$ cat config.mk
export PLATFORM = sky130hd
export DESIGN_NAME = uart_rx
export DESIGN_NICKNAME = d
export VERILOG_FILES = /design/src/rtl/uart_rx.sv
export SDC_FILE = /design/constraint.sdc
export NUM_CORES = 1
export LEC_CHECK = 0
export CAP_MARGIN = 10
export CELL_PAD_IN_SITES_DETAIL_PLACEMENT = 0
export CELL_PAD_IN_SITES_GLOBAL_PLACEMENT = 1
export CORE_MARGIN = 2
export CORE_UTILIZATION = 49
export CTS_CLUSTER_DIAMETER = 50
export CTS_CLUSTER_SIZE = 28
export DETAILED_ROUTE_END_ITERATION = 16
export DONT_BUFFER_PORTS = 1
export GPL_TIMING_DRIVEN = 1
export PLACE_DENSITY = 0.89
export SETUP_SLACK_MARGIN = 0.1
export SLEW_MARGIN = 20
export SYNTH_ARGS = -nofsm -noshare
export SYNTH_HDL_FRONTEND = slang
export SYNTH_SLANG_ARGS = --single-unit
$ cat constraint.sdc
create_clock -name clk -period 5.5 [get_ports clk]
set_input_delay 0.825 -clock clk [delete_from_list [all_inputs] [get_ports clk]]
set_output_delay 0.825 -clock clk [all_outputs]
set_load 0.05 [all_outputs]
$ cat src/rtl/uart_rx.sv
// 8N1 UART receiver: 2-flop input synchronizer, mid-bit majority vote,
// one-cycle valid / frame_err pulses.
module uart_rx #(
  parameter int CLKS_PER_BIT = 234
) (
  input  logic       clk,
  input  logic       rst,
  input  logic       rx,
  output logic [7:0] data,
  output logic       valid,
  output logic       frame_err,
  output logic       busy
);

  localparam int HALF = CLKS_PER_BIT / 2;
  localparam int CW = $clog2(CLKS_PER_BIT);

  localparam logic [CW-1:0] C_LAST = CW'(CLKS_PER_BIT - 1);
  localparam logic [CW-1:0] C_PRE  = CW'(HALF - 1);
  localparam logic [CW-1:0] C_MID  = CW'(HALF);
  localparam logic [CW-1:0] C_DEC  = CW'(HALF + 1);

  typedef enum logic [1:0] {
    IDLE,
    START,
    DATA,
    STOP
  } state_t;

  state_t        state;
  logic          rxMeta;
  logic          rxs;
  logic          rxsPrev;
  logic [CW-1:0] cnt;
  logic [2:0]    bitIdx;
  logic [7:0]    shReg;
  logic          smpA;
  logic          smpB;
  logic          maj;

  // third sample is the live rxs on the decision cycle
  assign maj  = (smpA & smpB) | (smpA & rxs) | (smpB & rxs);
  assign busy = (state != IDLE);

  always_ff @(posedge clk) begin
    if (!rst) begin
      rxMeta    <= 1'b1;
      rxs       <= 1'b1;
      rxsPrev   <= 1'b1;
      state     <= IDLE;
      cnt       <= '0;
      bitIdx    <= '0;
      shReg     <= '0;
      smpA      <= 1'b0;
      smpB      <= 1'b0;
      data      <= '0;
      valid     <= 1'b0;
      frame_err <= 1'b0;
    end else begin
      rxMeta    <= rx;
      rxs       <= rxMeta;
      rxsPrev   <= rxs;
      valid     <= 1'b0;
      frame_err <= 1'b0;

      if (cnt == C_LAST)
        cnt <= '0;
      else
        cnt <= cnt + 1'b1;

      if (cnt == C_PRE)
        smpA <= rxs;
      if (cnt == C_MID)
        smpB <= rxs;

      unique case (state)
        IDLE: begin
          cnt <= '0;
          if (rxsPrev && !rxs)
            state <= START;
        end
        START: begin
          if (cnt == C_DEC && maj) begin
            state <= IDLE;
            cnt   <= '0;
          end else if (cnt == C_LAST) begin
            state  <= DATA;
            bitIdx <= '0;
          end
        end
        DATA: begin
          if (cnt == C_DEC)
            shReg <= {maj, shReg[7:1]};
          if (cnt == C_LAST) begin
            bitIdx <= bitIdx + 3'd1;
            if (bitIdx == 3'd7)
              state <= STOP;
          end
        end
        STOP: begin
          // leave early so a start edge right after the stop bit is caught
          if (cnt == C_DEC) begin
            state <= IDLE;
            cnt   <= '0;
            if (maj) begin
              data  <= shReg;
              valid <= 1'b1;
            end else begin
              frame_err <= 1'b1;
            end
          end
        end
        default: state <= IDLE;
      endcase
    end
  end

endmodule
-- After elaboration in Yosys (flattened, before gate mapping)
Cells that the tools add are included.
- bitwise gates (word level): 5
- $add $sub $neg: 2
- mux-type cells: 17
- equal/unequal tests: 15
- reductions and logical operators: 11
- operator list (cell ; count):
    8-bit by 7-bit equality test with 1-bit output, second input constant ; 3
    8-bit two-way mux ; 3
    8-bit case mux with 3 select lines ; 1
    2-bit two-way mux ; 6
    2-bit inequality test, second input constant ; 6
    3-bit two-way mux ; 3
    8-bit by 1-bit adder with 8-bit output, second input constant ; 1
    8-bit equality test, second input constant ; 1
    2-bit case mux with 4 select lines ; 1
    3-bit case mux with 2 select lines ; 1
    3-bit AND reduction ; 2
    5-bit AND reduction ; 1
    2-bit equality test, second input constant ; 2
    4-bit AND reduction ; 1
    2-bit nonzero test ; 2
    3-bit by 1-bit adder with 3-bit output, second input constant ; 1
    1-bit bitwise AND ; 3
    3-bit equality test, second input constant ; 1
    3-bit inequality test, second input constant ; 1
    2-bit by 1-bit equality test with 1-bit output, second input constant ; 1
    1-bit logical AND ; 2
    2-bit logical NOT ; 1
    1-bit two-way mux ; 2
    1-bit OR ; 2
    other kinds (2) ; 2
- bits of input ports: 3
- output and inout bits: 11
- logic and storage cells: 62
- flip-flop bits (word level): 36

-- Depth between registers and ports, before layout
Gate-level depths: netlist of run 1.
- depth after elaboration: 6
- depth in mapped cells: 8
- gate-level depth less buffers: 6

-- Worst setup path before layout of run 1
Ideal clock, no wire load.
- path type: register to register
- start point: register cnt[0]
- end point: register cnt[2]
- stages on the path, launching flop included: 9
- path slack: 3.787 ns
- period minus slack after synthesis: 1.713 ns
- data arrival time: 1.649 ns
- required time: 5.436 ns
- cell sequence: dfxtp_1 inv_1 ha_1 and3_1 clkbuf_1 o2111a_1 or3_1 buf_6 nor2_1
- cells in the longest elaborated chain, start to end: 4
- elaborated cells on any way between the ends: 8
- ends and longest elaborated chain (item ; line ; text):
    start, declared ; 34 ; logic [CW-1:0] cnt;
    start signal, assigned ; 69 ; cnt <= cnt + 1'b1;
    8-bit by 1-bit adder with 8-bit output (tied with other cells) ; 69 ;
    8-bit two-way mux or 1-bit logical AND (tied branches) ; 66, 83 ;
    8-bit two-way mux, on equally long branches ; 102, 83 ;
    8-bit case mux with 3 select lines (*) ; 76 ; unique case (state)
Every way passes the cells marked *; elsewhere a longest branch is shown, timed or not.
A chain may end at the register's enable or synchronous reset.

==> impl_metrics.env, run 1 <==
export IMPL_status="finished, final reports clean"
export IMPL_crit_path_max_incr_delay_ns=0.46
export IMPL_fin_crit_sh_pct=36.1
export IMPL_clock_root_buffer="clkbuf_4"
export IMPL_clk_latency_ns=0.35
export IMPL_first_pass_iters=5
export IMPL_grt_max_degree=22
export IMPL_grt_usage_pct=15.9
export IMPL_die_area_um2=3560
export IMPL_synth_area_leaders="dfxtp_1 47%, mux2i_1 6.6%, nor2_1 5.4%"
export IMPL_p_comb_share_pct=1.9
export IMPL_max_freq_ghz=0.503
export IMPL_switchingPower_w=0.0000937
export IMPL_rows=20
export IMPL_crit_buf_inv=0
export IMPL_drt_iter0_drc=29
export IMPL_cts_setup_buffers=0
export IMPL_fin_cells=196
export IMPL_fill_cells=286
export IMPL_antenna_found_initial=0
export IMPL_multiInputGateArea_um2=727
export IMPL_use_met1_pct=19.5
export IMPL_grt_pass1_vias=933
export IMPL_syn_area_per_cell_um2=9.21
export IMPL_syn_inst=165
export IMPL_synth_largest_area_cell="dfxtp_1"
export IMPL_num_antenna_cells=0
export IMPL_dr_total_vias=1080
export IMPL_crit_family="simple AND/OR/NAND/NOR gates"
export IMPL_rsz0062_at_grt="false"
export IMPL_wl_per_cell_um=13.0
export IMPL_pin_count=14
export IMPL_synth_top_area_share_pct=47.4
export IMPL_use_met3_pct=6.93
export IMPL_setup_viol=0
export IMPL_synth_area_um2=1520
export IMPL_seqCellArea_um2=721
export IMPL_finalCriticalPeriod_ns=1.99
export IMPL_setup_tns_ns=0
export IMPL_internal_power_w=0.000360
export IMPL_htree_num_levels=2
export IMPL_clock_path_buffers=2
export IMPL_path_class="flop to primary output"
export IMPL_die_x_um=59.7
export IMPL_clkPwrFrac_pct=40.1
export IMPL_dp_cells=188
export IMPL_vdd_ir_drop_max_mv=0.113
export IMPL_required_ns=4.68
export IMPL_yosysWarnings=0
export IMPL_overflow=0
export IMPL_hold_ws_ns=0.420
export IMPL_vias_per_cell=5.51
export IMPL_synthesis_nets=174
export IMPL_finalNetCount=171
export IMPL_worstHoldPathType="flop to flop"
export IMPL_wirelength_um=2550
export IMPL_dp_hpwl_um=1830
export IMPL_reg2reg_from="cnt[0]"
export IMPL_io_buffers=0
export IMPL_power_frac_seq_pct=58.1
export IMPL_end_kind="primary output"
export IMPL_p_leak_nw=0.544
export IMPL_start_util_pct=50.6
export IMPL_finalMaxSlewViolations=0
export IMPL_tightestPinTransition_ns=0.567
export IMPL_place_congestion=0.786
export IMPL_synth_seq_cells=36
export IMPL_cts_tree="built"
export IMPL_skew_ns=0.0132
export IMPL_cp_cell_sequence="or2_2"
export IMPL_grt_use_met2_pct=23.8
export IMPL_hold_viol=0
export IMPL_synthToLayoutAreaGrowth_pct=4.28
export IMPL_clk_pin_slew_worst_paths_ns=0.09
export IMPL_gr_max_usage_layer="met2"
export IMPL_power_density_nw_per_um2=286
export IMPL_drive_gt1_share_pct=7.36
export IMPL_cts_resized=0
export IMPL_grt_pass1_wl_um=4140
export IMPL_route_detailed_drc=0
export IMPL_hold_buffers=0
export IMPL_critPathLaunchType="flop"
export IMPL_synth_seq_area_share_pct=47.4
export IMPL_arrival_ns=1.16
export IMPL_cap_violations=0
export IMPL_cts_buffers=5
export IMPL_cts_sinks=36
export IMPL_ys_types=34
export IMPL_antenna_left=0
export IMPL_core_um2=3000
export IMPL_path_max_fanout=7
export IMPL_slew_headroom_pct=62.1
export IMPL_critPathSlowestCell="or2_2"
export IMPL_die_h_um=59.7
export IMPL_min_from="rxMeta"
export IMPL_swShare_pct=20.7
[cell usage after synthesis (all sizes together)]
library cell / number
or3: 1
nor2b: 1
a311o: 1
ha: 6
xor2: 2
mux2i: 10
o2111a: 1
and2: 1
maj3: 1
clkinv: 1
or2: 2
a311oi: 3
a31oi: 5
nor3: 2
clkbuf: 6
nand2: 16
xnor2: 4
nor2: 22
and3: 2
inv: 4
nor3b: 1
o21ai: 8
nand3: 11
buf: 4
and4bb: 1
dfxtp: 36
a21oi: 3
nor4b: 2
nand2b: 4
nand4: 4
[final timing paths]
kind	to	cells past startpoint	slack, ns
hold / removal	rxs	1	0.42
setup reg to reg	data[0]	6	3.66
hold reg to reg	rxs	1	0.42
setup / recovery	busy	1	3.51
[layer usage]
| metal | part of all wire [%] | vias up |
|---|---|---|
| li1 | - | 562 |
| met1 | 45 | 490 |
| met2 | 47 | 21 |
| met3 | 5.4 | 7 |
| met4 | 1.9 | 0 |
| met5 | 0 | - |
[per-stage QoR]
| step | setup slack [ns] | instance area [um2] | util (%) | total power, W |
|---|---|---|---|---|
| 2_1_floorplan | 3.79 | 1520 | - | 0.000279 |
| 3_3_place_gp | 3.73 | 1510 | 50.2 | 0.000278 |
| 3_5_place_dp | 3.60 | 1510 | 50.2 | 0.000278 |
| 4_1_cts | 3.51 | 1580 | 52.8 | 0.000458 |
| 5_1_grt | 3.41 | 1580 | 52.8 | 0.000469 |
| 6_report | 3.51 | 1580 | 52.8 | 0.000454 |
[logic make-up after synthesis]
logic type	after synthesis	synth area share (%)
XOR/XNOR	6	3.46
AO/OA/AOI/OAI	21	8.81
flip-flops	36	47.4
AND/OR/NAND/NOR	70	23.3
buffers and inverters	15	4.69
multiplexers	10	6.59
adder cells (fa/ha/maj)	7	5.68
[power groups by stage]
stage	sequential, W	combinational (W)	clock, W
final	0.000263	0.00000843	0.000182
after detailed placement	0.000269	0.00000859	0
after CTS	0.000263	0.00000863	0.000186
after global placement	0.000269	0.00000840	0
after floorplan	0.000269	0.00000942	0
after global routing	0.000264	0.00000935	0.000195
[placed cells by master, fill, tap and decap left out, drive strengths merged]
master and count:
a21oi 3, a311o 1, a311oi 3, a31oi 5
and2 1, and3 2, and4bb 1, bufinv 1
clkbuf 6, clkinv 2, dfxtp 36, ha 6
inv 4, maj3 1, mux2i 10, nand2 16
nand2b 4, nand3 11, nand4 4, nor2 22
nor2b 1, nor3 2, nor3b 1, nor4b 2
o2111a 1, o21ai 8, or2 2, or3 1
xnor2 4, xor2 2
[layout make-up]
| cell class | count | share of cell area [%] |
|---|---|---|
| Multi-Input combinational cell | 114 | 45.9 |
| Sequential cell | 36 | 45.5 |
| Clock buffer | 6 | 2.61 |
| Tap cell | 33 | 2.61 |
| Clock inverter | 2 | 2.21 |
| Inverter | 5 | 1.18 |
[registers in the layout, indices dropped and copies added, names as in the netlist, named ones only]
name       cells
cnt            8
smpA           1
rxMeta         1
bitIdx         3
state          1
valid          1
data           8
rxs            1
rxsPrev        1
smpB           1
frame_err      1
shReg          8
No activity file was read; power rests on OpenSTA's default activity.
==> inputs of run 2 (changes only) <==
--- a/config.mk
+++ b/config.mk
@@ -9,13 +9,13 @@
 export CELL_PAD_IN_SITES_DETAIL_PLACEMENT = 0
 export CELL_PAD_IN_SITES_GLOBAL_PLACEMENT = 1
 export CORE_MARGIN = 2
-export CORE_UTILIZATION = 49
+export CORE_UTILIZATION = 47
 export CTS_CLUSTER_DIAMETER = 50
 export CTS_CLUSTER_SIZE = 28
 export DETAILED_ROUTE_END_ITERATION = 16
 export DONT_BUFFER_PORTS = 1
 export GPL_TIMING_DRIVEN = 1
-export PLACE_DENSITY = 0.89
+export PLACE_DENSITY = 0.87
 export SETUP_SLACK_MARGIN = 0.1
 export SLEW_MARGIN = 20
 export SYNTH_ARGS = -nofsm -noshare
==> constraint.sdc (replaced) <==
create_clock -name clk -period 1.9 [get_ports clk]
set_input_delay 0.285 -clock clk [delete_from_list [all_inputs] [get_ports clk]]
set_output_delay 0.285 -clock clk [all_outputs]
set_load 0.05 [all_outputs]
==> run 2 against run 1 <==
Critical path depth up 5. Non-clock buffer count up 7. Register-to-register slack worse by 3.5 ns. First-iteration DRC count rose to 3.0 times the previous value. Wire length up 9.4%. Cell count up 9.2%. Largest cell class unchanged. Highest routed layer unchanged.
==> impl_metrics.env, run 2 (same netlist as run 1, synthesis figures left out) <==
export IMPL_hold_viol=0
export IMPL_critPathLaunchType="flop"
export IMPL_cts_tree="built"
export IMPL_clock_path_buffers=2
export IMPL_crit_buf_inv=1
export IMPL_p_leak_nw=0.583
export IMPL_setup_tns_ns=0
export IMPL_max_freq_ghz=0.589
export IMPL_final_common_cell="dfxtp_1"
export IMPL_rsz0062_at_grt="false"
export IMPL_cts_sinks=36
export IMPL_reg2reg_from="cnt[0]"
export IMPL_path_max_fanout=8
export IMPL_power_density_nw_per_um2=790
export IMPL_overflow=0
export IMPL_first_pass_iters=4
export IMPL_required_ns=2.18
export IMPL_place_congestion=0.794
export IMPL_end_kind="flop"
export IMPL_drive_gt1_share_pct=11.8
export IMPL_skew_ns=0.0168
export IMPL_reg_largest_list="cnt: 8 flops, data: 8 flops, shReg: 8 flops"
export IMPL_crit_family="simple AND/OR/NAND/NOR gates"
export IMPL_arrival_ns=1.98
export IMPL_tightestPinTransition_ns=0.524
export IMPL_pin_count=14
export IMPL_placed_cell_area_um2=1570
export IMPL_status="finished, final reports clean"
export IMPL_crit_path_max_incr_delay_ns=0.43
export IMPL_endpoint="cnt[4]"
export IMPL_ff2ff_setup_slack_ns=0.20
export IMPL_grt_pass1_wl_um=4570
export IMPL_die_x_um=60.9
export IMPL_drt_iter0_drc=86
export IMPL_num_antenna_cells=0
export IMPL_setup_viol=0
export IMPL_clock_root_buffer="clkbuf_4"
export IMPL_synthToLayoutAreaGrowth_pct=9.23
export IMPL_layout_setup_ws_ns=0.202
export IMPL_layout_common_cells="35 x dfxtp_1, 22 x nor2_1, 16 x nand2_1"
export IMPL_dp_hpwl_um=1920
export IMPL_worstHoldPathType="primary input to flop"
export IMPL_fin_util_pct=54.3
export IMPL_startpoint="cnt[0]"
export IMPL_die_area_um2=3700
export IMPL_die_h_um=60.9
export IMPL_slew_headroom_pct=65.0
export IMPL_cp_num_cells=6
export IMPL_vdd_ir_drop_max_mv=0.397
export IMPL_critPathSlowestCell="or3_4"
export IMPL_finalMaxSlewViolations=0
export IMPL_vias_per_cell=5.36
export IMPL_antenna_left=0
export IMPL_antenna_found_initial=0
export IMPL_wl_per_cell_um=13.1
export IMPL_fin_area_um2=1660
export IMPL_grt_usage_pct=17.4
export IMPL_cts_buffers=5
export IMPL_io_buffers=0
export IMPL_htree_num_levels=2
export IMPL_clk_pin_slew_worst_paths_ns=0.11
export IMPL_clk_latency_ns=0.34
export IMPL_cap_violations=0
export IMPL_core_um2=3050
export IMPL_reg2reg_depth=6
export IMPL_dr_total_vias=1146
export IMPL_grt_pass1_vias=1052
export IMPL_cp_cell_sequence="inv_1 > ha_1 > and3_1 > o2111a_1 > or3_4 > nor2_1"
export IMPL_hold_ws_ns=0.0279
export IMPL_route_detailed_drc=0
export IMPL_min_from="rst"
export IMPL_wirelength_um=2790
export IMPL_finalCriticalPeriod_ns=1.70
export IMPL_start_util_pct=49.8
export IMPL_r2r_end="cnt[4]"
export IMPL_grt_max_degree=22
export IMPL_rows=20
export IMPL_finalNetCount=178
export IMPL_path_class="flop to flop"
export IMPL_dp_slack_ns=0.102
export IMPL_fin_crit_sh_pct=89.4
run 2: changes by cell type in the layout (fill, tap and decap cells not counted):
cell,previous run,this run
buf_4,0,6
dfxtp_1,36,35
dfxtp_2,0,1
dlygate4sd3_1,0,1
or3_1,1,0
or3_4,0,1
run 2: area by class of cell:
class	instances	area, um2
clock buffers	6	41.3
inverters	5	18.8
multi-input cells	114	732
fillers	294	1390
flip-flops and latches	36	722
well taps	44	55.1
clock inverters	2	35.0
repair buffers	7	55.1
run 2: what timing repair did:
action                     4_1_cts  5_1_grt
buffers inserted                 0        0
setup endpoints to repair        7        8
resized for setup                1        1
hold endpoints to repair         1        0
hold buffers                     1        0
run 2: where the power goes:
group | internal [W] | switching (W)
clock | 0.000276 | 0.000244
sequential | 0.000759 | 0.00000413
combinational | 0.0000107 | 0.0000179
total | 0.00105 | 0.000266
run 2: stage by stage:
stage | power (W) | std cells
floorplan | 0.000806 | 165
global placement | 0.000806 | 205
detailed placement | 0.000806 | 205
CTS | 0.00133 | 214
global route | 0.00136 | 214
finish | 0.00131 | 214
run 2: routing by layer:
layer	vias up	global-route usage, %	routed length (um)
met2	22	28.7	1400
li1	576	-	-
met4	0	8.39	60
met3	7	7.04	126
met1	541	19.4	1210
met5	-	0	0
run 2: worst min path at each step:
stage                         end  slack [ns]  depth (start not counted)
after floorplan               rxs        0.39                          1
after global placement    rxsPrev        0.36                          1
after detailed placement      rxs        0.37                          1
after CTS                     rxs        0.01                          1
after global routing       rxMeta        0.01                          1
final                         rxs        0.03                          1
run 2: worst register-to-register path: cells and delay by family (launching register included):
kind	cells	cell delay, ns
AND/OR/NAND/NOR	3	0.81
flip-flops	1	0.38
adder cells (fa/ha/maj)	1	0.20
AO/OA/AOI/OAI	1	0.17
buffers and inverters	1	0.08
